File: config.mk
export PLATFORM = sky130hd
export DESIGN_NAME = logistic_map_engine
export DESIGN_NICKNAME = d
export VERILOG_FILES = /design/src/rtl/logistic_map_engine.sv
export SDC_FILE = /design/constraint.sdc
export NUM_CORES = 1
export LEC_CHECK = 0
export ABC_AREA = 1
export BUFFER_PORTS_ARGS = -buffer_cell sky130_fd_sc_hd__buf_2
export CAP_MARGIN = 20
export CORE_ASPECT_RATIO = 0.9
export CORE_UTILIZATION = 45
export DETAILED_ROUTE_END_ITERATION = 8
export GPL_TIMING_DRIVEN = 0
export HOLD_SLACK_MARGIN = 0.15
export PLACE_DENSITY = 0.67
export SLEW_MARGIN = 25
export SYNTH_ARGS = -nofsm -noshare
export SYNTH_HDL_FRONTEND = slang
export SYNTH_SLANG_ARGS = --single-unit
File: constraint.sdc
create_clock -name CLK -period 9.1 [get_ports CLK]
set_input_delay 0.455 -clock CLK [delete_from_list [all_inputs] [get_ports CLK]]
set_output_delay 0.455 -clock CLK [all_outputs]
set_load 0.05 [all_outputs]
File: src/rtl/logistic_map_engine.sv
// Multi-channel logistic-map iterator: x <- mu*x*(1-x) in unsigned fixed point,
// one shared multiplier time-multiplexed over all channels, with a per-sweep snapshot.
module logistic_map_engine #(
    parameter int unsigned      FRAC_W    = 16,
    parameter int unsigned      CHANNELS  = 7,
    parameter logic [FRAC_W:0]  SEED_BASE = 17'h08240,
    localparam int unsigned     X_W       = FRAC_W + 1,
    localparam int unsigned     MU_W      = FRAC_W + 2,
    localparam int unsigned     CH_W      = (CHANNELS > 1) ? $clog2(CHANNELS) : 1
) (
    input  logic              CLK,
    input  logic              RST,
    input  logic              start,
    input  logic              free_run,
    input  logic [15:0]       iter_count,
    input  logic [MU_W-1:0]   mu,
    input  logic              seed_wr,
    input  logic [CH_W-1:0]   seed_addr,
    input  logic [X_W-1:0]    seed_data,
    input  logic [CH_W-1:0]   rd_addr,
    output logic [X_W-1:0]    rd_data,
    output logic              busy,
    output logic              done,
    output logic [15:0]       sweep_cnt
);

    localparam int unsigned     P_W     = 2 * FRAC_W + 2;
    localparam logic [1:0]      S_IDLE  = 2'd0;
    localparam logic [1:0]      S_RUN   = 2'd1;
    localparam logic [1:0]      S_FIN   = 2'd2;
    localparam logic [CH_W-1:0] LAST_CH = CH_W'(CHANNELS - 1);
    localparam logic [X_W-1:0]  ONE     = X_W'(1) << FRAC_W;

    logic [1:0]       state;
    logic [1:0]       state_nxt;
    logic [X_W-1:0]   x_q    [CHANNELS];
    logic [X_W-1:0]   snap_q [CHANNELS];
    logic [CH_W-1:0]  ch;
    logic             phase;
    logic [MU_W-1:0]  term_r;
    logic [MU_W-1:0]  mu_r;
    logic [15:0]      n_r;
    logic             fr_r;

    logic             busy_nxt;
    logic             done_nxt;
    logic             run_start;
    logic             iterate;
    logic             sweep_end;
    logic             seed_ok;

    logic [X_W-1:0]   x_cur;
    logic [X_W-1:0]   one_minus;
    logic [MU_W-1:0]  mul_a;
    logic [MU_W-1:0]  mul_b;
    logic [P_W-1:0]   product;
    logic [MU_W-1:0]  prod_hi;
    logic [X_W-1:0]   x_new;

    // Shared multiplier: phase 0 forms x*(1-x), phase 1 scales the term by mu
    always_comb begin
        x_cur     = x_q[ch];
        one_minus = ONE - x_cur;
        mul_a     = phase ? mu_r   : MU_W'(x_cur);
        mul_b     = phase ? term_r : MU_W'(one_minus);
        product   = P_W'(mul_a) * P_W'(mul_b);
        prod_hi   = MU_W'(product >> FRAC_W);
        x_new     = prod_hi[X_W-1:0];
    end

    assign seed_ok = (state == S_IDLE) && seed_wr && (32'(seed_addr) < CHANNELS);

    // State register
    always_ff @(posedge CLK) begin
        if (!RST) begin
            state <= S_IDLE;
        end else begin
            state <= state_nxt;
        end
    end

    // Next-state and control decode
    always_comb begin
        state_nxt = state;
        busy_nxt  = 1'b0;
        done_nxt  = 1'b0;
        run_start = 1'b0;
        iterate   = 1'b0;
        sweep_end = 1'b0;
        case (state)
            S_IDLE: begin
                if (start) begin
                    state_nxt = S_RUN;
                    run_start = 1'b1;
                    busy_nxt  = (iter_count != 16'd0) || free_run;
                end
            end
            S_RUN: begin
                // A zero-length counted run passes straight through without iterating
                if ((n_r == 16'd0) && !fr_r) begin
                    state_nxt = S_FIN;
                    done_nxt  = 1'b1;
                end else begin
                    iterate  = 1'b1;
                    busy_nxt = 1'b1;
                    if (phase && (ch == LAST_CH)) begin
                        sweep_end = 1'b1;
                        if (fr_r ? !free_run : ((sweep_cnt + 16'd1) == n_r)) begin
                            state_nxt = S_FIN;
                            busy_nxt  = 1'b0;
                            done_nxt  = 1'b1;
                        end
                    end
                end
            end
            S_FIN: begin
                state_nxt = S_IDLE;
            end
            default: begin
                state_nxt = S_IDLE;
            end
        endcase
    end

    // Control registers and outputs
    always_ff @(posedge CLK) begin
        if (!RST) begin
            ch        <= '0;
            phase     <= 1'b0;
            term_r    <= '0;
            mu_r      <= '0;
            n_r       <= '0;
            fr_r      <= 1'b0;
            sweep_cnt <= '0;
            busy      <= 1'b0;
            done      <= 1'b0;
        end else begin
            busy <= busy_nxt;
            done <= done_nxt;
            if (run_start) begin
                mu_r      <= mu;
                n_r       <= iter_count;
                fr_r      <= free_run;
                ch        <= '0;
                phase     <= 1'b0;
                sweep_cnt <= '0;
            end
            if (iterate) begin
                if (!phase) begin
                    term_r <= prod_hi;
                    phase  <= 1'b1;
                end else begin
                    phase <= 1'b0;
                    ch    <= (ch == LAST_CH) ? '0 : ch + CH_W'(1);
                end
            end
            if (sweep_end) begin
                sweep_cnt <= sweep_cnt + 16'd1;
            end
        end
    end

    // Trajectory state; seed writes and iteration never coincide
    always_ff @(posedge CLK) begin
        if (!RST) begin
            for (int i = 0; i < int'(CHANNELS); i++) begin
                x_q[i] <= SEED_BASE + X_W'(i);
            end
        end else begin
            if (seed_ok) begin
                x_q[seed_addr] <= seed_data;
            end
            if (iterate && phase) begin
                x_q[ch] <= x_new;
            end
        end
    end

    // Frame snapshot, refreshed only when a sweep completes
    always_ff @(posedge CLK) begin
        if (!RST) begin
            for (int i = 0; i < int'(CHANNELS); i++) begin
                snap_q[i] <= SEED_BASE + X_W'(i);
            end
        end else if (sweep_end) begin
            for (int i = 0; i < int'(CHANNELS) - 1; i++) begin
                snap_q[i] <= x_q[i];
            end
            snap_q[CHANNELS-1] <= x_new;
        end
    end

    always_comb begin
        rd_data = '0;
        if (32'(rd_addr) < CHANNELS) begin
            rd_data = snap_q[rd_addr];
        end
    end

endmodule

=== Yosys cells after proc, flatten, opt, wreduce, memory -nomap -nowiden ===
Memory sizes are Yosys's and may differ from the RTL's. A register that Yosys moved wholly into a read port is not among the register bits.
Cells that the tools add are included.

* Bits in writable memories: 238
* Logic and storage cells: 107
* Register bits after elaboration: 77
* Memories kept: 2

{| class="wikitable"
|+ Memories
! name !! depth !! bits a word !! read ports !! clocked after memory_dff !! wr ports !! RTL line !! text
|-
| snap_q || 7 || 17 || 1 || 0 || 7 || 37 || <nowiki>logic [X_W-1:0] snap_q [CHANNELS];</nowiki>
|-
| x_q || 7 || 17 || 7 || 1 || 7 || 36 || <nowiki>logic [X_W-1:0] x_q [CHANNELS];</nowiki>
|}

* Reduce and logical (&&, ||, !) cells: 18
* Multiplexer cells: 57
* Equality and inequality tests: 6
* Bitwise operators: 8
* Multiply operators: 1
* $add $sub $neg: 3
* Order comparisons: 2

{| class="wikitable"
|+ Operators with widths
! operator !! count
|-
| 17-bit 2-to-1 mux || 10
|-
| 18-bit 2-to-1 mux || 2
|-
| 18-bit by 18-bit multiplier with 34-bit output || 1
|-
| 17-bit OR reduction || 2
|-
| 16-bit 2-to-1 mux || 2
|-
| 1-bit 2-to-1 mux || 30
|-
| 3-bit 2-to-1 mux || 7
|-
| 17-bit subtractor, first input constant || 1
|-
| 16-bit by 1-bit adder with 16-bit output, second input constant || 1
|-
| 16-bit equality test || 1
|-
| 16-bit zero test || 1
|-
| 16-bit nonzero test || 1
|-
| 2-bit 2-to-1 mux || 4
|-
| 1-bit OR || 7
|-
| 3-bit < comparator, second input constant || 2
|-
| 3-bit inequality test, second input constant || 2
|-
| 1-bit logical AND || 5
|-
| 2-bit case mux with 2 select lines || 1
|-
| 2-bit AND reduction || 2
|-
| 2-bit nonzero test || 2
|-
| 3-bit by 1-bit adder with 3-bit output, second input constant || 1
|-
| 3-bit equality test, second input constant || 1
|-
| 3-bit AND reduction || 1
|-
| 2-bit by 1-bit equality test with 1-bit output, second input constant || 1
|-
| other kinds (6) || 7
|}

=== Logic depth before layout (Yosys ltp) ===
Gate-level depths: netlist (run 1).

* Depth after elaboration: 10
* Depth in mapped cells: 46
* Mapped depth without buffers: 44

=== Least setup slack after synthesis (run 1) ===
No wires, ideal clock.

* Kind: register -> register
* Start point: register ch[0]
* End point: memory x_q[4][9] (netlist name), data pin
* Library setup time: 260 ps
* Data required time: 8840 ps
* Cell stages (with the launch flop): 38
* Path buffers: 1
* Clock period less this slack: 6983 ps
* Data arrival time: 6723 ps
* Slack: 2117 ps
* Path through: dfxtp_1 nand2_4 inv_2 nand2_1 o211ai_1 inv_1 o21ai_1 inv_1 ha_1 inv_1 nor2_1 nand2_1 inv_2 nand3_1 nand3_2 inv_2 buf_4 nand2_1 [... 2 more ...] inv_1 fa_1 inv_1 fa_1 fa_1 fa_1 inv_1 ha_1 nand2_1 nor2_1 nand2_1 or2_2 nand3_1 nand2_1 nand3_1 o21ai_0 inv_1 nand2_1

{| class="wikitable"
|+ RTL lines
! item !! RTL line !! text
|-
| start: declaration || 38 || <nowiki>logic [CH_W-1:0] ch;</nowiki>
|-
| start signal: assignment || 154 || <nowiki>ch <= (ch == LAST_CH) ? '0 : ch + CH_W'(1);</nowiki>
|-
| end: declaration || 36 ||
|}

==> results of run 1 <==
-- registers in the layout, summed over array words and instances (netlist names) --
register   cells
mu_r          18
phase          1
busy           1
done           1
sweep_cnt     16
state          2
snap_q       119
ch             3
term_r        18
fr_r           1
n_r           16
x_q          136
-- logic make-up after synthesis --
logic type                 share of synthesized area, %
AOI/OAI and AO/OA                                  8.67
xor gates and xnor gates                          0.916
adders and majority gates                          23.6
buffers and inverters                              10.8
DFF                                                33.9
and+or+nand+nor                                    22.1
-- per-stage QoR --
stage	hold slack [ps]	instance area (µm²)	setup WS (ps)	std cells	utilization [%]
6_report	172	29300	256	4130	50.2
5_1_grt	176	29300	19.9	4129	50.2
4_1_cts	155	29300	81.9	4130	50.1
3_5_place_dp	464	28200	110	4068	48.2
3_3_place_gp	463	28100	47.8	4063	48.0
2_1_floorplan	439	26600	2120	3196	-
-- layout make-up --
class	count	share of cell area (%)
buffer	143	2.30
tap	774	3.30
antenna	1	0.00853
clock buffer	47	3.42
timing repair buffer	98	1.85
sequential	332	30.8
multi-input combinational	2137	50.4
inverter	583	7.48
clock inverter	15	0.473
-- layout by cell type, fill, tap and decap left out, types with 11 or more instances in the layout --
master,netlist,final
sky130_fd_sc_hd__inv_1,564,563
sky130_fd_sc_hd__buf_4,13,14
sky130_fd_sc_hd__a21oi_1,110,107
sky130_fd_sc_hd__clkbuf_1,88,92
sky130_fd_sc_hd__nand2_1,601,600
sky130_fd_sc_hd__fa_1,253,253
sky130_fd_sc_hd__o21ai_0,131,128
sky130_fd_sc_hd__o21ai_2,12,13
sky130_fd_sc_hd__inv_2,14,15
sky130_fd_sc_hd__o22ai_1,17,17
sky130_fd_sc_hd__nor3_1,13,13
sky130_fd_sc_hd__xor2_1,11,11
sky130_fd_sc_hd__nor2_1,475,474
sky130_fd_sc_hd__o211ai_1,29,29
sky130_fd_sc_hd__buf_2,28,121
sky130_fd_sc_hd__ha_1,98,98
sky130_fd_sc_hd__or2_2,23,23
sky130_fd_sc_hd__edfxtp_1,238,238
sky130_fd_sc_hd__nand4_1,80,80
sky130_fd_sc_hd__o21ai_1,15,16
sky130_fd_sc_hd__o2111ai_1,12,12
sky130_fd_sc_hd__dfxtp_1,94,94
sky130_fd_sc_hd__clkbuf_16,0,37
sky130_fd_sc_hd__nand3_1,136,136
-- critical path: stages, from the launching register on --
cell and delay [ps]:
sky130_fd_sc_hd__dfxtp_1 580, sky130_fd_sc_hd__nand2_4 200, sky130_fd_sc_hd__clkbuf_1 330, sky130_fd_sc_hd__o2111ai_1 320
sky130_fd_sc_hd__o21ai_0 260, sky130_fd_sc_hd__inv_1 110, sky130_fd_sc_hd__nor2_1 70, sky130_fd_sc_hd__a21oi_2 610
sky130_fd_sc_hd__clkinvlp_4 560, sky130_fd_sc_hd__nand2_1 230, sky130_fd_sc_hd__fa_1 400, sky130_fd_sc_hd__inv_1 80
sky130_fd_sc_hd__fa_1 430, sky130_fd_sc_hd__fa_1 500, sky130_fd_sc_hd__fa_1 500, sky130_fd_sc_hd__fa_1 490
sky130_fd_sc_hd__inv_1 50, sky130_fd_sc_hd__fa_1 480, sky130_fd_sc_hd__inv_1 40, sky130_fd_sc_hd__ha_1 350
sky130_fd_sc_hd__a21oi_1 280, sky130_fd_sc_hd__o21ai_0 270, sky130_fd_sc_hd__a21o_1 280, sky130_fd_sc_hd__a21oi_1 230
sky130_fd_sc_hd__nand3_1 230, sky130_fd_sc_hd__a31oi_1 480, sky130_fd_sc_hd__inv_1 220, sky130_fd_sc_hd__nand2_1 110
-- worst paths after layout --
path,depth (start not counted),slack [ps],end
setup / recovery,27,260,x_q[4][15]
hold / removal,3,170,mu_r[17]
setup reg to reg,27,260,x_q[4][15]
hold reg to reg,2,480,x_q[6][9]
-- per-layer routing --
| metal | global-route usage, % | share of wire [%] | vias up |
|---|---|---|---|
| li1 | - | - | 10400 |
| met1 | 43.9 | 43 | 11100 |
| met2 | 41.5 | 41 | 1366 |
| met3 | 8.68 | 13 | 156 |
| met4 | 7.93 | 2.8 | 14 |
| met5 | 0 | 0.12 | - |
==> results.env, run 1 <==
STD_CELL_ROWS=84
YOSYSTOPAREACELL='sky130_fd_sc_hd__edfxtp_1'
YS_WARN_COUNT=0
MOST_NUMEROUS_CELL_IN_THE_YOSYS_NETLIST='sky130_fd_sc_hd__nand2_1'
WORSTPATHARRIVAL_PS=9250
AREA.SEQUENTIAL_UM2=9030
DRIVE_GT1_SHARE_PCT=9.03
WORST_SLEW_PIN_SLEW_PS=1110
TOTAL_WIRELENGTH_OF_THE_DETAILED_ROUTED_DESIGN_UM=89200
WP_DATA_REQUIRED_PS=9510
MAX-CAP-VIOLATIONS=0
AREA_OCCUPIED_BY_MULTI_INPUT_GATES_UM2=14800
CP_MAX_FO=10
WORST_SETUP_PATH_END_KIND='register'
WORST_SLEW_MARGIN_REL_PCT=25.8
CLOCK-ROOT-BUFFER='sky130_fd_sc_hd__clkbuf_16'
MAXCLOCKFREQUENCY_GHz=0.113
CTS_HOLD_BUFFERS=0
HOLDCRITPATHCLASS='in2reg'
CTS_RESIZED=0
LAYOUT_MIN_CYCLE_TIME_PS=8840
TIMING.RR.START='ch[0]'
SYNTH.AVG_CELL_AREA_UM2=8.33
SETUP-VIOLATIONS-FINAL=0
SYNTH-SEQ-AREA-SHARE_PCT=33.9
GRT_USE_TOTAL_PCT=29.6
ANTENNA_VIOLATIONS_BEFORE_REPAIR=12
SYNTH-EDFF-COUNT=238
SYNTHDOMINANTCELLAREASHARE_PCT=26.8
SYNTHTOPCELLSBYAREA='sky130_fd_sc_hd__edfxtp_1 (27%), sky130_fd_sc_hd__fa_1 (19%), sky130_fd_sc_hd__nand2_1 (8.5%)'
CTS.HTREE.LEVELS=2
SYNTH.CELLS.MOST_FREQUENT='sky130_fd_sc_hd__nand2_1 (601), sky130_fd_sc_hd__inv_1 (564), sky130_fd_sc_hd__nor2_1 (475), sky130_fd_sc_hd__fa_1 (253), sky130_fd_sc_hd__edfxtp_1 (238)'
IO-PIN-COUNT=97
CLK-INSERTION-DELAY-LATE_PS=570
FLOORPLAN.INITIALDENSITY_PCT=45.6
SYN2LAYOUT_AREA_GROWTH_PCT=10.2
CLK_PIN_SLEW_WORST_PATHS_PS=60
GRT_MAX_DEGREE=53
GLOBALROUTEOVERFLOWTOTAL=0
CRITICAL_PATH.STARTPOINT='ch[0]'
ROUTEDWLPERCELL_UM=21.6
FIRST_PASS_ITERS=6
SYN_AREA_UM2=26600
POST_SYNTH_INST_COUNT=3196
VIAS_IN_THE_FIRST_GLOBAL_ROUTE=21500
GRT_SETUP_UNREPAIRED='no'
FINALHOLDVIOLATIONS=0
DIE-AREA_UM2=60100
WIRE_LENGTH_OF_THE_FIRST_GLOBAL_ROUTING_PASS_UM=132000
SYN_NETS=3609
OUTCOME='complete, no violations'
CRIT_TYPE='reg2reg'
CLK_PATH_BUF_DEPTH=3
AREA_OF_THE_CORE_UM2=58400
DIE_H_UM=233
YOSYSUNIQUECELLTYPES=54
DETAILEDROUTE.FIRSTITERATIONVIOLATIONS=2801
POST-ROUTE-PERIOD-UTIL_PCT=97.2
VIAS_PER_CELL=5.59
FIN_WORST_SKEW_PS=31.6
CLOCK_SINK_COUNT=332
YOSYS_MOST_USED_DFF='sky130_fd_sc_hd__edfxtp_1'
ANT_NETS=0
DP_HPWL_UM=72300
TRITONCTS.NUM_BUFFERS=36
FILLER_CELL_COUNT=5707
MIN_FROM='mu[17]'
WORSTSETUPSTARTPOINTTYPE='register'
GPL.FINAL_WEIGHTED_CONGESTION=1.03
NNETSFINAL=3744
YS_ASYNC_SR_FRACTION_PCT=0
DIE_X_EXTENT_UM=258
POST-CTS-SETUP-BUFFERS=0
DRCVIOLATIONCOUNT=0
SLEW_VIOL_FINAL=0
TRITONCTS='built'
PORT_BUFFERS=93
YOSYS_REGISTER_BITS=332
VIA_COUNT=23100
SETUP_TOTAL_NEG_SLACK_PS=0
Power of run 1 is left out: the tool's default activity adds up to more than one toggle a clock period on the data nets, which glitch-free logic cannot reach.
==> inputs of run 2 (changes only) <==
- GPL_TIMING_DRIVEN: 0 -> not set
==> run 2 against run 1 <==
Die area stayed put. Clock skew rose by 4.5 ps. Global-route usage fell by 1.2 points. Cell area down 0.14%. Sequential share of layout area is 0.053 points higher. Via count decreased by 2.4%. Cell count decreased by 1.5%. Setup slack improved by 260 ps. Largest cell class unchanged. Highest routed layer unchanged.
==> results.env, run 2 (synthesized netlist as in run 1, its figures left out) <==
OUTCOME='complete, no violations'
REGMOSTFLOPS='x_q'
GLOBALROUTEOVERFLOWTOTAL=0
LAYOUT_MIN_CYCLE_TIME_PS=8590
DETAILEDROUTE.FIRSTITERATIONVIOLATIONS=2489
CRITICAL_PATH.MAX_STAGE_DELAY_PS=570
MOSTFREQUENTLAYOUTCELL='sky130_fd_sc_hd__nand2_1'
TRITONCTS='built'
VIA_COUNT=22500
RRSETUPSLACK_PS=510
VIAS_IN_THE_FIRST_GLOBAL_ROUTE=21200
WORST_SETUP_PATH_END_KIND='register'
GPL.FINAL_WEIGHTED_CONGESTION=1.01
DIE_H_UM=233
CLK_PIN_SLEW_WORST_PATHS_PS=60
NNETSFINAL=3675
REGTOREGENDPOINT='x_q[2][7]'
AREA_OCCUPIED_BY_MULTI_INPUT_GATES_UM2=14800
CTS.HTREE.LEVELS=2
LARGEST_REG_FLOPS=136
CLOCK_SINK_COUNT=332
ANT_NETS=0
WORST_HOLD_STAGES=3
DRIVE_GT1_SHARE_PCT=9.75
HOLDCRITPATHCLASS='in2reg'
DIE_X_EXTENT_UM=258
WIRE_LENGTH_OF_THE_FIRST_GLOBAL_ROUTING_PASS_UM=128000
IO-PIN-COUNT=97
GRT_SETUP_UNREPAIRED='no'
CRIT_TYPE='reg2reg'
STD_CELL_ROWS=84
WORSTREGTOREGCELLS=33
MAX-CAP-VIOLATIONS=0
PORT_BUFFERS=96
WP_DATA_REQUIRED_PS=9370
SYN2LAYOUT_AREA_GROWTH_PCT=10.0
VIAS_PER_CELL=5.54
LARGEST_REGISTERS='x_q x136, snap_q x119'
CLK-INSERTION-DELAY-LATE_PS=570
AREA.SEQUENTIAL_UM2=9030
CP_MAX_FO=16
WORST_SLEW_PIN_SLEW_PS=1110
CLOCK-ROOT-BUFFER='sky130_fd_sc_hd__clkbuf_16'
FLOORPLAN.INITIALDENSITY_PCT=45.6
WORSTSETUPSTARTPOINTTYPE='register'
AREA_OF_THE_CORE_UM2=58400
CRITICAL-PATH-TOP-CELL-BY-COUNT='sky130_fd_sc_hd__fa_1'
ANTENNA_VIOLATIONS_BEFORE_REPAIR=10
CLK_PATH_BUF_DEPTH=3
TOTAL_WIRELENGTH_OF_THE_DETAILED_ROUTED_DESIGN_UM=85300
FINAL_CELL_MIX='sky130_fd_sc_hd__nand2_1 (599), sky130_fd_sc_hd__inv_1 (562), sky130_fd_sc_hd__nor2_1 (474), sky130_fd_sc_hd__fa_1 (253), sky130_fd_sc_hd__edfxtp_1 (238)'
WORSTPATHARRIVAL_PS=8860
GRT_MAX_DEGREE=85
FINALHOLDVIOLATIONS=0
SLEW_VIOL_FINAL=0
FIRST_PASS_ITERS=6
FIN_WORST_SKEW_PS=36.1
ROUTEDWLPERCELL_UM=21.0
POST-ROUTE-PERIOD-UTIL_PCT=94.4
SETUP-VIOLATIONS-FINAL=0
HOLDPATHEND='mu_r[12]'
CRITICAL_PATH.SLOWEST_CELL='sky130_fd_sc_hd__fa_1'
DRCVIOLATIONCOUNT=0
SETUP_TOTAL_NEG_SLACK_PS=0
POST-CTS-SETUP-BUFFERS=0
MIN_FROM='mu[12]'
GRT_USE_TOTAL_PCT=28.4
DP_HPWL_UM=64700
DIE-AREA_UM2=60100
TRITONCTS.NUM_BUFFERS=37
WORST_SLEW_MARGIN_REL_PCT=26.1
FILLER_CELL_COUNT=5641
MAXCLOCKFREQUENCY_GHz=0.116
TIMING.RR.START='ch[0]'
## run 2: final cells by class
type                       instances  area share [%]
clock buffer                      58            3.75
inverter                         583            7.48
clock inverter                    10           0.568
timing repair buffer             171            3.63
sequential                       332            30.8
tap                              774            3.31
multi-input combinational       2137            50.4
antenna                            4          0.0342
## run 2: worst max path at each step
stage / cells past startpoint / end / slack (ps) / from
3_3_place_gp: 37 / x_q[4][7] / 450 / ch[0]
4_1_cts: 37 / x_q[2][7] / 410 / ch[0]
2_1_floorplan: 37 / x_q[4][9] / 2120 / ch[0]
6_report: 33 / x_q[2][7] / 510 / ch[0]
3_5_place_dp: 37 / x_q[2][7] / 470 / ch[0]
5_1_grt: 34 / x_q[2][7] / 80 / ch[0]
## run 2: what timing repair did
item / 4_1_cts / 5_1_grt
hold endpoints to repair: 8 / 0
hold buffers: 8 / 0
endpoints found under the setup margin: 0 / 38
resized for setup: 0 / 3
## run 2: per-stage QoR
step | worst slack (ps) | cell area (µm²) | cells | util [%] | hold slack [ps]
finish | 513 | 29300 | 4069 | 50.1 | 163
global route | 80.7 | 29300 | 4067 | 50.1 | 176
CTS | 413 | 29300 | 4065 | 50.1 | 152
detailed placement | 469 | 27900 | 3989 | 47.8 | 469
global placement | 454 | 27900 | 3989 | 47.8 | 466
floorplan | 2120 | 26600 | 3196 | - | 439
## run 2: critical path, delay by kind of cell (launching register included)
family                     cells  cell delay, ps
buffers and inverters          7             960
AOI/OAI and AO/OA              7            1640
DFF                            1             420
adders and majority gates      7            3410
and+or+nand+nor               12            1860
## run 2: layer usage
metal | part of all wire [%] | track usage, % | up-vias | wire (µm)
li1 | - | - | 10300 | -
met1 | 43 | 41.0 | 10800 | 36400
met2 | 42 | 41.2 | 1253 | 35700
met3 | 12 | 8.03 | 174 | 10500
met4 | 3.1 | 8.60 | 10 | 2610
met5 | 0.073 | 0 | - | 62
Power of run 2 is left out for the same reason.
